## src/rtl/vx_issue_perf_pkg.sv

```systemverilog
// Constants and types shared by the issue-stage performance counters.
// The reorder distance width and limit match the issue stage's encoding.
package vx_issue_perf_pkg;

  localparam int PERF_CTR_BITS    = 44;
  localparam int REORDER_DIST_W   = 4;
  localparam int REORDER_DIST_MAX = 15;
  localparam int ALLOC_PERIOD_W   = 64;

  typedef enum logic {
    ALLOC_IDLE   = 1'b0,
    ALLOC_ACTIVE = 1'b1
  } alloc_state_e;

endpackage

```

## src/rtl/vx_issue_perf_if.sv

```systemverilog
// Performance counter bundle.
// The issue block drives the issue-side fields; the memory-side fields belong to another block.
interface vx_issue_perf_if
  import vx_issue_perf_pkg::*;
#(
  parameter int CTR_W = PERF_CTR_BITS
);

  logic [CTR_W-1:0]          ibf_stalls;
  logic [CTR_W-1:0]          nocu_stalls;
  logic [CTR_W-1:0]          rf_reads;
  logic [CTR_W-1:0]          rf_writes;
  logic [CTR_W-1:0]          reorders;
  logic [CTR_W-1:0]          reorder_distances [REORDER_DIST_MAX:1];
  logic [CTR_W-1:0]          cu_util;
  logic [CTR_W-1:0]          rrs_util;
  logic [ALLOC_PERIOD_W-1:0] cu_alloc_period;
  logic [ALLOC_PERIOD_W-1:0] rrs_alloc_period;

  logic [CTR_W-1:0]          ifetches;
  logic [CTR_W-1:0]          loads;
  logic [CTR_W-1:0]          stores;
  logic [CTR_W-1:0]          ifetch_latency;
  logic [CTR_W-1:0]          load_latency;

  modport issue (
    output ibf_stalls, nocu_stalls, rf_reads, rf_writes, reorders, reorder_distances,
           cu_util, rrs_util, cu_alloc_period, rrs_alloc_period
  );

  modport mem (
    output ifetches, loads, stores, ifetch_latency, load_latency
  );

  modport slave (
    input ibf_stalls, nocu_stalls, rf_reads, rf_writes, reorders, reorder_distances,
          cu_util, rrs_util, cu_alloc_period, rrs_alloc_period,
          ifetches, loads, stores, ifetch_latency, load_latency
  );

endinterface

```

## src/rtl/vx_issue_perf_popcount.sv

```systemverilog
// Combinational population count of a busy mask.
module vx_issue_perf_popcount #(
  parameter int N     = 4,
  parameter int CNT_W = $clog2(N + 1)
) (
  input  logic [N-1:0]     mask,
  output logic [CNT_W-1:0] count
);

  always_comb begin
    count = '0;
    for (int i = 0; i < N; i++) begin
      count = count + CNT_W'(mask[i]);
    end
  end

endmodule

```

## src/rtl/vx_issue_perf.sv

```systemverilog
// Issue-stage event counters: inputs registered in one stage, counters updated in the next,
// so an event is visible two cycles after it is presented. perf_clear and reset both zero everything.
module vx_issue_perf
  import vx_issue_perf_pkg::*;
#(
  parameter int NUM_CUS = 4,
  parameter int NUM_RRS = 8,
  parameter int CTR_W   = PERF_CTR_BITS
) (
  input  logic                      clk,
  input  logic                      reset,
  input  logic                      perf_clear,
  input  logic                      ibf_stall,
  input  logic                      nocu_stall,
  input  logic [1:0]                rf_read_cnt,
  input  logic                      rf_write,
  input  logic                      reorder_valid,
  input  logic [REORDER_DIST_W-1:0] reorder_dist,
  input  logic [NUM_CUS-1:0]        cu_busy,
  input  logic [NUM_RRS-1:0]        rrs_busy,
  vx_issue_perf_if.issue            perf_issue_if
);

  localparam int CU_CNT_W  = $clog2(NUM_CUS + 1);
  localparam int RRS_CNT_W = $clog2(NUM_RRS + 1);

  logic clr;
  assign clr = reset | perf_clear;

  // Stage p0: registered events; a zero reorder distance is dropped here.
  logic                      ibf_stall_p0;
  logic                      nocu_stall_p0;
  logic [1:0]                rf_read_cnt_p0;
  logic                      rf_write_p0;
  logic                      reorder_vld_p0;
  logic [REORDER_DIST_W-1:0] reorder_dist_p0;
  logic [NUM_CUS-1:0]        cu_busy_p0;
  logic [NUM_RRS-1:0]        rrs_busy_p0;

  always_ff @(posedge clk) begin
    if (clr) begin
      ibf_stall_p0    <= 1'b0;
      nocu_stall_p0   <= 1'b0;
      rf_read_cnt_p0  <= '0;
      rf_write_p0     <= 1'b0;
      reorder_vld_p0  <= 1'b0;
      reorder_dist_p0 <= '0;
      cu_busy_p0      <= '0;
      rrs_busy_p0     <= '0;
    end else begin
      ibf_stall_p0    <= ibf_stall;
      nocu_stall_p0   <= nocu_stall;
      rf_read_cnt_p0  <= rf_read_cnt;
      rf_write_p0     <= rf_write;
      reorder_vld_p0  <= reorder_valid && (reorder_dist != '0);
      reorder_dist_p0 <= reorder_dist;
      cu_busy_p0      <= cu_busy;
      rrs_busy_p0     <= rrs_busy;
    end
  end

  logic [CU_CNT_W-1:0]  cu_pop_p0;
  logic [RRS_CNT_W-1:0] rrs_pop_p0;

  vx_issue_perf_popcount #(.N(NUM_CUS), .CNT_W(CU_CNT_W)) u_cu_popcount (
    .mask  (cu_busy_p0),
    .count (cu_pop_p0)
  );

  vx_issue_perf_popcount #(.N(NUM_RRS), .CNT_W(RRS_CNT_W)) u_rrs_popcount (
    .mask  (rrs_busy_p0),
    .count (rrs_pop_p0)
  );

  alloc_state_e cu_state, cu_state_nxt;
  alloc_state_e rrs_state, rrs_state_nxt;

  always_comb begin
    cu_state_nxt  = cu_state;
    rrs_state_nxt = rrs_state;
    case (cu_state)
      ALLOC_IDLE:   if (cu_busy_p0 != '0) cu_state_nxt = ALLOC_ACTIVE;
      ALLOC_ACTIVE: if (cu_busy_p0 == '0) cu_state_nxt = ALLOC_IDLE;
      default:      cu_state_nxt = ALLOC_IDLE;
    endcase
    case (rrs_state)
      ALLOC_IDLE:   if (rrs_busy_p0 != '0) rrs_state_nxt = ALLOC_ACTIVE;
      ALLOC_ACTIVE: if (rrs_busy_p0 == '0) rrs_state_nxt = ALLOC_IDLE;
      default:      rrs_state_nxt = ALLOC_IDLE;
    endcase
  end

  // Stage p1: counters; alloc periods count every cycle whose resulting state is ACTIVE.
  logic [CTR_W-1:0]          ibf_stalls_p1;
  logic [CTR_W-1:0]          nocu_stalls_p1;
  logic [CTR_W-1:0]          rf_reads_p1;
  logic [CTR_W-1:0]          rf_writes_p1;
  logic [CTR_W-1:0]          reorders_p1;
  logic [CTR_W-1:0]          reorder_dist_ctr_p1 [REORDER_DIST_MAX:1];
  logic [CTR_W-1:0]          cu_util_p1;
  logic [CTR_W-1:0]          rrs_util_p1;
  logic [ALLOC_PERIOD_W-1:0] cu_alloc_period_p1;
  logic [ALLOC_PERIOD_W-1:0] rrs_alloc_period_p1;

  always_ff @(posedge clk) begin
    if (clr) begin
      cu_state            <= ALLOC_IDLE;
      rrs_state           <= ALLOC_IDLE;
      ibf_stalls_p1       <= '0;
      nocu_stalls_p1      <= '0;
      rf_reads_p1         <= '0;
      rf_writes_p1        <= '0;
      reorders_p1         <= '0;
      reorder_dist_ctr_p1 <= '{default: '0};
      cu_util_p1          <= '0;
      rrs_util_p1         <= '0;
      cu_alloc_period_p1  <= '0;
      rrs_alloc_period_p1 <= '0;
    end else begin
      cu_state            <= cu_state_nxt;
      rrs_state           <= rrs_state_nxt;
      ibf_stalls_p1       <= ibf_stalls_p1 + CTR_W'(ibf_stall_p0);
      nocu_stalls_p1      <= nocu_stalls_p1 + CTR_W'(nocu_stall_p0);
      rf_reads_p1         <= rf_reads_p1 + CTR_W'(rf_read_cnt_p0);
      rf_writes_p1        <= rf_writes_p1 + CTR_W'(rf_write_p0);
      cu_util_p1          <= cu_util_p1 + CTR_W'(cu_pop_p0);
      rrs_util_p1         <= rrs_util_p1 + CTR_W'(rrs_pop_p0);
      cu_alloc_period_p1  <= cu_alloc_period_p1 + ALLOC_PERIOD_W'(cu_state_nxt == ALLOC_ACTIVE);
      rrs_alloc_period_p1 <= rrs_alloc_period_p1 + ALLOC_PERIOD_W'(rrs_state_nxt == ALLOC_ACTIVE);
      if (reorder_vld_p0) begin
        reorders_p1 <= reorders_p1 + CTR_W'(1);
        reorder_dist_ctr_p1[reorder_dist_p0] <= reorder_dist_ctr_p1[reorder_dist_p0] + CTR_W'(1);
      end
    end
  end

  assign perf_issue_if.ibf_stalls        = ibf_stalls_p1;
  assign perf_issue_if.nocu_stalls       = nocu_stalls_p1;
  assign perf_issue_if.rf_reads          = rf_reads_p1;
  assign perf_issue_if.rf_writes         = rf_writes_p1;
  assign perf_issue_if.reorders          = reorders_p1;
  assign perf_issue_if.reorder_distances = reorder_dist_ctr_p1;
  assign perf_issue_if.cu_util           = cu_util_p1;
  assign perf_issue_if.rrs_util          = rrs_util_p1;
  assign perf_issue_if.cu_alloc_period   = cu_alloc_period_p1;
  assign perf_issue_if.rrs_alloc_period  = rrs_alloc_period_p1;

endmodule

```

## src/flat_wrapper.sv

```systemverilog
// flat-port wrapper written by rule: the top's interface ports become plain ports
module vx_issue_perf_flat import vx_issue_perf_pkg::*;
#(
  parameter int NUM_CUS = 4,
  parameter int NUM_RRS = 8,
  parameter int CTR_W   = PERF_CTR_BITS
)
  (clk, reset, perf_clear, ibf_stall, nocu_stall, rf_read_cnt, rf_write, reorder_valid, reorder_dist, cu_busy, rrs_busy, perf_issue_if_ibf_stalls, perf_issue_if_nocu_stalls, perf_issue_if_rf_reads, perf_issue_if_rf_writes, perf_issue_if_reorders, perf_issue_if_reorder_distances, perf_issue_if_cu_util, perf_issue_if_rrs_util, perf_issue_if_cu_alloc_period, perf_issue_if_rrs_alloc_period);
  vx_issue_perf_if #(.CTR_W(CTR_W)) perf_issue_if_i ();
  input  logic clk;
  input  logic reset;
  input  logic perf_clear;
  input  logic ibf_stall;
  input  logic nocu_stall;
  input  logic [1:0] rf_read_cnt;
  input  logic rf_write;
  input  logic reorder_valid;
  input  logic [REORDER_DIST_W-1:0] reorder_dist;
  input  logic [NUM_CUS-1:0] cu_busy;
  input  logic [NUM_RRS-1:0] rrs_busy;
  output wire logic [$bits(perf_issue_if_i.ibf_stalls)-1:0] perf_issue_if_ibf_stalls;
  output wire logic [$bits(perf_issue_if_i.nocu_stalls)-1:0] perf_issue_if_nocu_stalls;
  output wire logic [$bits(perf_issue_if_i.rf_reads)-1:0] perf_issue_if_rf_reads;
  output wire logic [$bits(perf_issue_if_i.rf_writes)-1:0] perf_issue_if_rf_writes;
  output wire logic [$bits(perf_issue_if_i.reorders)-1:0] perf_issue_if_reorders;
  output wire logic [$bits(perf_issue_if_i.reorder_distances)-1:0] perf_issue_if_reorder_distances;
  output wire logic [$bits(perf_issue_if_i.cu_util)-1:0] perf_issue_if_cu_util;
  output wire logic [$bits(perf_issue_if_i.rrs_util)-1:0] perf_issue_if_rrs_util;
  output wire logic [$bits(perf_issue_if_i.cu_alloc_period)-1:0] perf_issue_if_cu_alloc_period;
  output wire logic [$bits(perf_issue_if_i.rrs_alloc_period)-1:0] perf_issue_if_rrs_alloc_period;
  assign perf_issue_if_ibf_stalls = perf_issue_if_i.ibf_stalls;
  assign perf_issue_if_nocu_stalls = perf_issue_if_i.nocu_stalls;
  assign perf_issue_if_rf_reads = perf_issue_if_i.rf_reads;
  assign perf_issue_if_rf_writes = perf_issue_if_i.rf_writes;
  assign perf_issue_if_reorders = perf_issue_if_i.reorders;
  assign perf_issue_if_reorder_distances = {>>{perf_issue_if_i.reorder_distances}};
  assign perf_issue_if_cu_util = perf_issue_if_i.cu_util;
  assign perf_issue_if_rrs_util = perf_issue_if_i.rrs_util;
  assign perf_issue_if_cu_alloc_period = perf_issue_if_i.cu_alloc_period;
  assign perf_issue_if_rrs_alloc_period = perf_issue_if_i.rrs_alloc_period;
  vx_issue_perf #(.NUM_CUS(NUM_CUS), .NUM_RRS(NUM_RRS), .CTR_W(CTR_W)) u_core (.clk(clk), .reset(reset), .perf_clear(perf_clear), .ibf_stall(ibf_stall), .nocu_stall(nocu_stall), .rf_read_cnt(rf_read_cnt), .rf_write(rf_write), .reorder_valid(reorder_valid), .reorder_dist(reorder_dist), .cu_busy(cu_busy), .rrs_busy(rrs_busy), .perf_issue_if(perf_issue_if_i));
endmodule
```

## config.mk

```make
export PLATFORM = sky130hd
export DESIGN_NAME = vx_issue_perf_flat
export DESIGN_NICKNAME = d
export VERILOG_FILES = /design/src/rtl/vx_issue_perf_pkg.sv /design/src/rtl/vx_issue_perf_if.sv /design/src/rtl/vx_issue_perf_popcount.sv /design/src/rtl/vx_issue_perf.sv /design/src/flat_wrapper.sv
export SDC_FILE = /design/constraint.sdc
export NUM_CORES = 2
export LEC_CHECK = 0
export BUFFER_PORTS_ARGS = -buffer_cell sky130_fd_sc_hd__clkbuf_2
export CORE_AREA = 10 10 434 436
export DETAILED_ROUTE_END_ITERATION = 10
export DIE_AREA = 0 0 444 446
export SYNTH_ARGS = -nofsm -noshare
export SYNTH_HDL_FRONTEND = slang
export SYNTH_SLANG_ARGS = --single-unit
export TNS_END_PERCENT = 1
```

## constraint.sdc

```tcl
create_clock -name clk -period 9.4 [get_ports clk]
set_clock_uncertainty 0.05 [all_clocks]
set_input_delay 0.47 -clock clk [delete_from_list [all_inputs] [get_ports clk]]
set_output_delay 0.47 -clock clk [all_outputs]
set_load 0.02 [all_outputs]
```

# Word-level counts from Yosys, hierarchy flattened
# Cells that the tools add are included.
[op_classes]
n_bitwise = 3
add_sub_neg = 20
reduce_logical = 7
n_mux = 11
order_cmp = 2
[ops]
columns = ["cell", "n"]
rows = [
  ["$bwmux 660", 1],
  ["$bmux 44 s4", 1],
  ["$demux 44 s4", 1],
  ["$add 44x1->44", 3],
  ["$add 64x1->64", 2],
  ["$add 44x1->44 const B", 2],
  ["$mux 44", 2],
  ["$add 44x2->44", 1],
  ["$add 44x3->44", 1],
  ["$add 44x4->44", 1],
  ["$add 4x1->4", 4],
  ["$logic_not 8->1", 1],
  ["$reduce_bool 4->1", 2],
  ["$reduce_bool 8->1", 1],
  ["$add 2x1->3", 2],
  ["$lt 4x5->1 const B", 1],
  ["$add 1x1->2", 2],
  ["$add 3x1->4", 1],
  ["$ge 4x1->1 const B", 1],
  ["$logic_not 4->1", 1],
  ["$mux 1", 4],
  ["$pmux 1 s2", 2],
  ["$add 3x1->3", 1],
  ["$logic_and 1x1->1", 2],
  ["2 further kinds", 3],
]
[totals]
ff_bits = 1120
wordCells = 77
inputBits = 25

# Logic depth before layout (Yosys ltp)
[depth]
ltp_word = 8
ltp_mapped = 16

# Modules after synthesis
# A second synthesis with hierarchy kept.
[unflattened]
cells_unflattened = 5410
hier_area_um2 = 47951.0
[modules_own_cells]
columns = ["module", "cells_per_inst", "instances", "seq_area_each_um2", "area_each_um2"]
rows = [
  ["vx_issue_perf", 5378, 1, 22381.5, 47697.0],
  ["vx_issue_perf_popcount (u_core.u_rrs_popcount)", 24, 1, 0.0, 190.2],
  ["vx_issue_perf_popcount (u_core.u_cu_popcount)", 8, 1, 0.0, 63.8],
]

# Worst setup path before layout
# No wires, ideal clock.
[synth_path]
kind = "register -> register"
from = "register u_core.rrs_busy_p0[0]"
to = "register u_core.rrs_util_p1[43] (netlist: u_core.perf_issue_if.rrs_util[43])"
stages_incl_launch_ff = 15
n_path_buf = 0
setup_ps = 128
arrival_time_ps = 4368
setup_slack_ps = 4855
t_required_ps = 9222
cell_sequence = "dfxtp_1 fa_1 inv_1 fa_1 fa_1 fa_1 nor2b_1 o21a_1 o21ai_0 a2111oi_0 nand2_1 nor3_1 nand4_1 xor2_1 nor2_1"
[synth_between]
elab_chain_cells = 8
[synth_lines]
columns = ["item", "line", "source"]
rows = [
  ["from (decl)", "vx_issue_perf.sv:38", "logic [NUM_RRS-1:0] rrs_busy_p0;"],
  ["from (signal assigned)", "vx_issue_perf.sv:58", "rrs_busy_p0 <= rrs_busy;"],
  ["$add 1x1->2", "vx_issue_perf_popcount.sv:13", "count = count + CNT_W'(mask[i]);"],
  ["$add 2x1->3", "vx_issue_perf_popcount.sv:13", ""],
  ["$add 3x1->4", "vx_issue_perf_popcount.sv:13", ""],
  ["$add 4x1->4 (4 in series)", "vx_issue_perf_popcount.sv:13", ""],
  ["$add 44x4->44", "vx_issue_perf.sv:127", "rrs_util_p1 <= rrs_util_p1 + CTR_W'(rrs_pop_p0);"],
  ["to (signal assigned)", "vx_issue_perf.sv:127", ""],
  ["to (decl)", "vx_issue_perf.sv:101", "logic [CTR_W-1:0] rrs_util_p1;"],
]
# No other way between the ends.
# A chain may end at the register's enable or synchronous reset.

# Final worst setup path
[layout_path]
from = "register u_core.reorder_dist_p0[0]"
to = "register u_core.reorder_dist_ctr_p1 (netlist bit u_core.perf_issue_if.reorder_distances[346])"
[layout_between]
elab_chain_cells = 5
[layout_lines]
columns = ["item", "line", "source"]
rows = [
  ["from (decl)", "vx_issue_perf.sv:36", "logic [REORDER_DIST_W-1:0] reorder_dist_p0;"],
  ["from (signal assigned)", "vx_issue_perf.sv:56", "reorder_dist_p0 <= reorder_dist;"],
  ["branches (longest 4 deep; another with $add 44x1->44)", "-", ""],
  ["$bwmux 660 *", "vx_issue_perf.sv:132", "reorder_dist_ctr_p1[reorder_dist_p0] <= reorder_dist_ctr_p1[reorder_dist_p0] + CTR_W'(1);"],
  ["to (signal, indexed assignment)", "vx_issue_perf.sv:132", ""],
  ["to (decl)", "vx_issue_perf.sv:99", "logic [CTR_W-1:0] reorder_dist_ctr_p1 [REORDER_DIST_MAX:1];"],
]
# Every way passes the cells marked *. The select of a mux whose other input is x is not followed.

==> flow_metrics.py <==
metrics = {
    "run_status": {
        "status": "complete, but fails checks",
        "violations": "max-capacitance violations, max-slew violations",
    },
    "yosys": {
        "ys_ff_latch": 1118,
        "ys.warnings.count": 0,
        "synth_nets": 5426,
        "synth_edf_count": 0,
        "ys_seq_area_frac": 0.466,
        "synth_cell_type_count": 79,
        "synthesis.area_mm2": 0.0481,
        "netlist_instances": 5369,
        "syn_area_per_cell_um2": 8.95,
        "postSynth.asyncResetShare": 0,
        "synth_top_flop_cell": "dfxtp_1",
    },
    "sta": {
        "finalCriticalPeriod_ns": 6.13,
        "maxSlewViolCount": 1,
        "finalSetupViolCount": 0,
        "hold_viol_final": 0,
        "rsz0062_at_grt": "false",
        "worstMarginPinSlew_ns": 1.50,
        "maxSlewHeadroom": -0.00172,
        "tns_ns": 0,
        "timing.fmax_mhz": 163,
        "finalCritPeriodShare": 0.652,
    },
    "critical_path": {
        "crit_path_start_kind": "flip-flop",
        "crit_chain": "buf_12 -> buf_4 -> mux4_2 -> mux2i_1 -> a211oi_2 -> nand2_1 -> nor4b_2 -> nand4_1 -> or4_1 -> xnor2_2 -> a21oi_1",
        "critPathTopFamily": "simple AND/OR/NAND/NOR gates",
        "critPathSlowestCell": "nor4b_2",
        "critPathCaptureType": "flip-flop",
        "worst_ep_required_time_ns": 9.99,
        "worstPathMaxFanout": 105,
        "worstPathArrival_ns": 6.72,
        "critical_path_class": "reg2reg",
        "max_stage_delay_ns": 0.83,
        "crit_buf_inv": 2,
    },
    "min_path": {
        "hold_class": "in2reg",
    },
    "pwr": {
        "p_per_area_mw_per_mm2": 176,
        "p_leak_nw": 23.2,
        "peakVddDrop_mv": 0.160,
    },
    "finish": {
        "final_nets": 6398,
        "regArea_mm2": 0.0224,
        "num-fill-cells": 18500,
        "area_delta_synth_final_pct": 26.3,
        "multi_input_area_mm2": 0.0239,
        "layout.cells.non_filler": 8820,
        "drive_gt1_frac": 0.257,
    },
    "die": {
        "io_pins": 1121,
        "chipHeight_um": 446,
        "die_w_um": 444,
        "dieArea_mm2": 0.198,
        "start_util": 0.267,
        "coreArea_mm2": 0.180,
        "rows": 156,
    },
    "global_routing": {
        "grt_max_degree": 204,
        "globalRoute.totalOverflow": 0,
        "grt_pass1_vias": 43100,
        "antenna_found_initial": 4,
        "grt.busiest_layer": "met2",
        "grtUsageMet3": 0.0756,
        "grt_util_met2": 0.395,
        "grt_pass1_wl_um": 331000,
        "grtUsageMet1": 0.240,
        "grt_use_total": 0.226,
    },
    "route": {
        "routed_wl_um": 235000,
        "ant_nets": 0,
        "avgViaCountPerCell": 5.16,
        "drt_pass1_iterations": 6,
        "drcViolationCount": 0,
        "drt_iter0_markers": 3789,
        "routedWlPerCell_um": 26.7,
        "vias": 45500,
    },
    "placed_design": {
        "io_buffers": 1120,
        "placedCellCount": 8553,
        "dpl.hpwl_um": 176000,
        "gp_congestion": 0.942,
    },
    "clock_tree": {
        "cts_sinks": 1118,
        "clock_path_buffers": 3,
        "clk_latency_ns": 0.83,
        "cts_made_buffers": 132,
        "cts_tree": "done",
        "clk_pin_slew_worst_paths_ns": 0.06,
        "htreeDepth": 4,
        "cts_root_buffer": "clkbuf_16",
    },
    "job": {
        "cap_viol_max_count": 2,
    },
}
==> logic make-up after synthesis <==
kind of cell	synth area share
multiplexers	0.0760
buffers and inverters	0.0436
AO/OA/AOI/OAI	0.145
AND/OR/NAND/NOR	0.189
adder cells (fa/ha/maj)	0.00973
flip-flops	0.466
XOR/XNOR	0.0705
==> sequential cells by signal, indices dropped and copies added, names as in the netlist, 8 cells and up <==
register / flops
u_core.perf_issue_if.rrs_alloc_period: 64
u_core.perf_issue_if.rf_writes: 44
u_core.perf_issue_if.rf_reads: 44
u_core.perf_issue_if.cu_alloc_period: 64
u_core.perf_issue_if.rrs_util: 44
u_core.perf_issue_if.cu_util: 44
u_core.rrs_busy_p0: 8
u_core.perf_issue_if.ibf_stalls: 44
u_core.perf_issue_if.reorders: 44
u_core.perf_issue_if.reorder_distances: 660
u_core.perf_issue_if.nocu_stalls: 44
==> cells in the final DEF, fill, tap and decap left out, types with 87 or more instances in the layout <==
master / Yosys / layout
a211oi_1: 112 / 112
a21oi_1: 587 / 587
and3_1: 96 / 96
clkbuf_16: 0 / 132
clkbuf_2: 1 / 1120
dfxtp_1: 1118 / 1114
mux4_2: 98 / 98
nand2_1: 534 / 534
nand3_1: 209 / 209
nand4_1: 87 / 87
nor2_1: 608 / 592
o21ai_0: 419 / 419
or3_1: 94 / 94
xnor2_1: 125 / 114
xor2_1: 260 / 255
==> where the power goes <==
| group | switching, mW | internal [mW] | total (mW) | leakage [nW] |
|---|---|---|---|---|
| logic | 0.286 | 0.100 | 0.386 | 11.9 |
| clock network | 2.28 | 3.24 | 5.52 | 2.29 |
| registers | 0.0161 | 4.75 | 4.76 | 9.01 |
==> worst paths after layout <==
| path | startpoint | endpoint | slack, ns | cells past startpoint |
|---|---|---|---|---|
| setup / recovery | u_core.reorder_dist_p0[0] | u_core.perf_issue_if.reorder_distances[346] | 3.27 | 11 |
| hold / removal | reset | u_core.cu_busy_p0[0] | 0.16 | 3 |
| setup reg to reg | u_core.reorder_dist_p0[0] | u_core.perf_issue_if.reorder_distances[346] | 3.27 | 11 |
| hold reg to reg | u_core.perf_issue_if.reorder_distances[93] | u_core.perf_issue_if.reorder_distances[93] | 0.42 | 2 |
==> layer usage <==
metal	vias up	part of all wire	wire length [um]
li1	20800	-	-
met1	22200	0.36	83800
met2	2044	0.49	116000
met3	451	0.092	21600
met4	0	0.059	13900
met5	-	0	0
==> stage by stage <==
stage                     power (mW)  cell area (um2)   util  hold slack [ns]  worst slack, ns
after global placement          5.24            55800  0.310            0.405             3.33
after floorplan                 5.11            48100      -            0.466             4.85
final                           10.7            60700  0.338            0.160             3.27
after global routing            11.0            60700  0.338            0.131             2.94
after CTS                       10.8            60700  0.338           0.0798             3.24
after detailed placement        5.25            55800  0.310            0.412             3.27
==> synthesized netlist by cell type, types with 29 or more instances <==
cell type | n | share of area
xor2_1 | 260 | 0.047
and2_1 | 54 | 0.0070
clkbuf_1 | 314 | 0.025
dfxtp_1 | 1118 | 0.47
xnor2_1 | 125 | 0.023
nor2b_1 | 29 | 0.0038
mux2_2 | 49 | 0.011
a211oi_1 | 112 | 0.017
mux4_2 | 98 | 0.046
inv_1 | 54 | 0.0042
mux2i_1 | 53 | 0.011
nand4_1 | 87 | 0.011
nand2_1 | 534 | 0.042
or3_1 | 94 | 0.012
a221oi_1 | 44 | 0.0080
nand3_1 | 209 | 0.022
a21oi_1 | 587 | 0.061
nor2_1 | 608 | 0.047
and4_1 | 32 | 0.0058
and3_1 | 96 | 0.012
nor3_1 | 82 | 0.0085
o21ai_0 | 419 | 0.044
==> cell type report <==
| type | instances | share of cell area |
|---|---|---|
| Multi-Input combinational cell | 3806 | 0.393 |
| Sequential cell | 1118 | 0.369 |
| Timing Repair Buffer | 1229 | 0.108 |
| Clock buffer | 187 | 0.0634 |
| Tap cell | 2370 | 0.0488 |
| Clock inverter | 53 | 0.0142 |
| Inverter | 54 | 0.00334 |
| Antenna cell | 3 | 0.000124 |
==> worst min-delay path: stages <==
cell	delay, ns
clkbuf_2	0.11
nor2_4	0.14
and2_1	0.21
==> repair_timing <==
action	4_1_cts	5_1_grt
hold buffers	23	0
gates resized for setup	0	0
buffers inserted	0	0
endpoints found under the hold margin	22	0
Note: power is estimated with default switching activity, not from simulation.
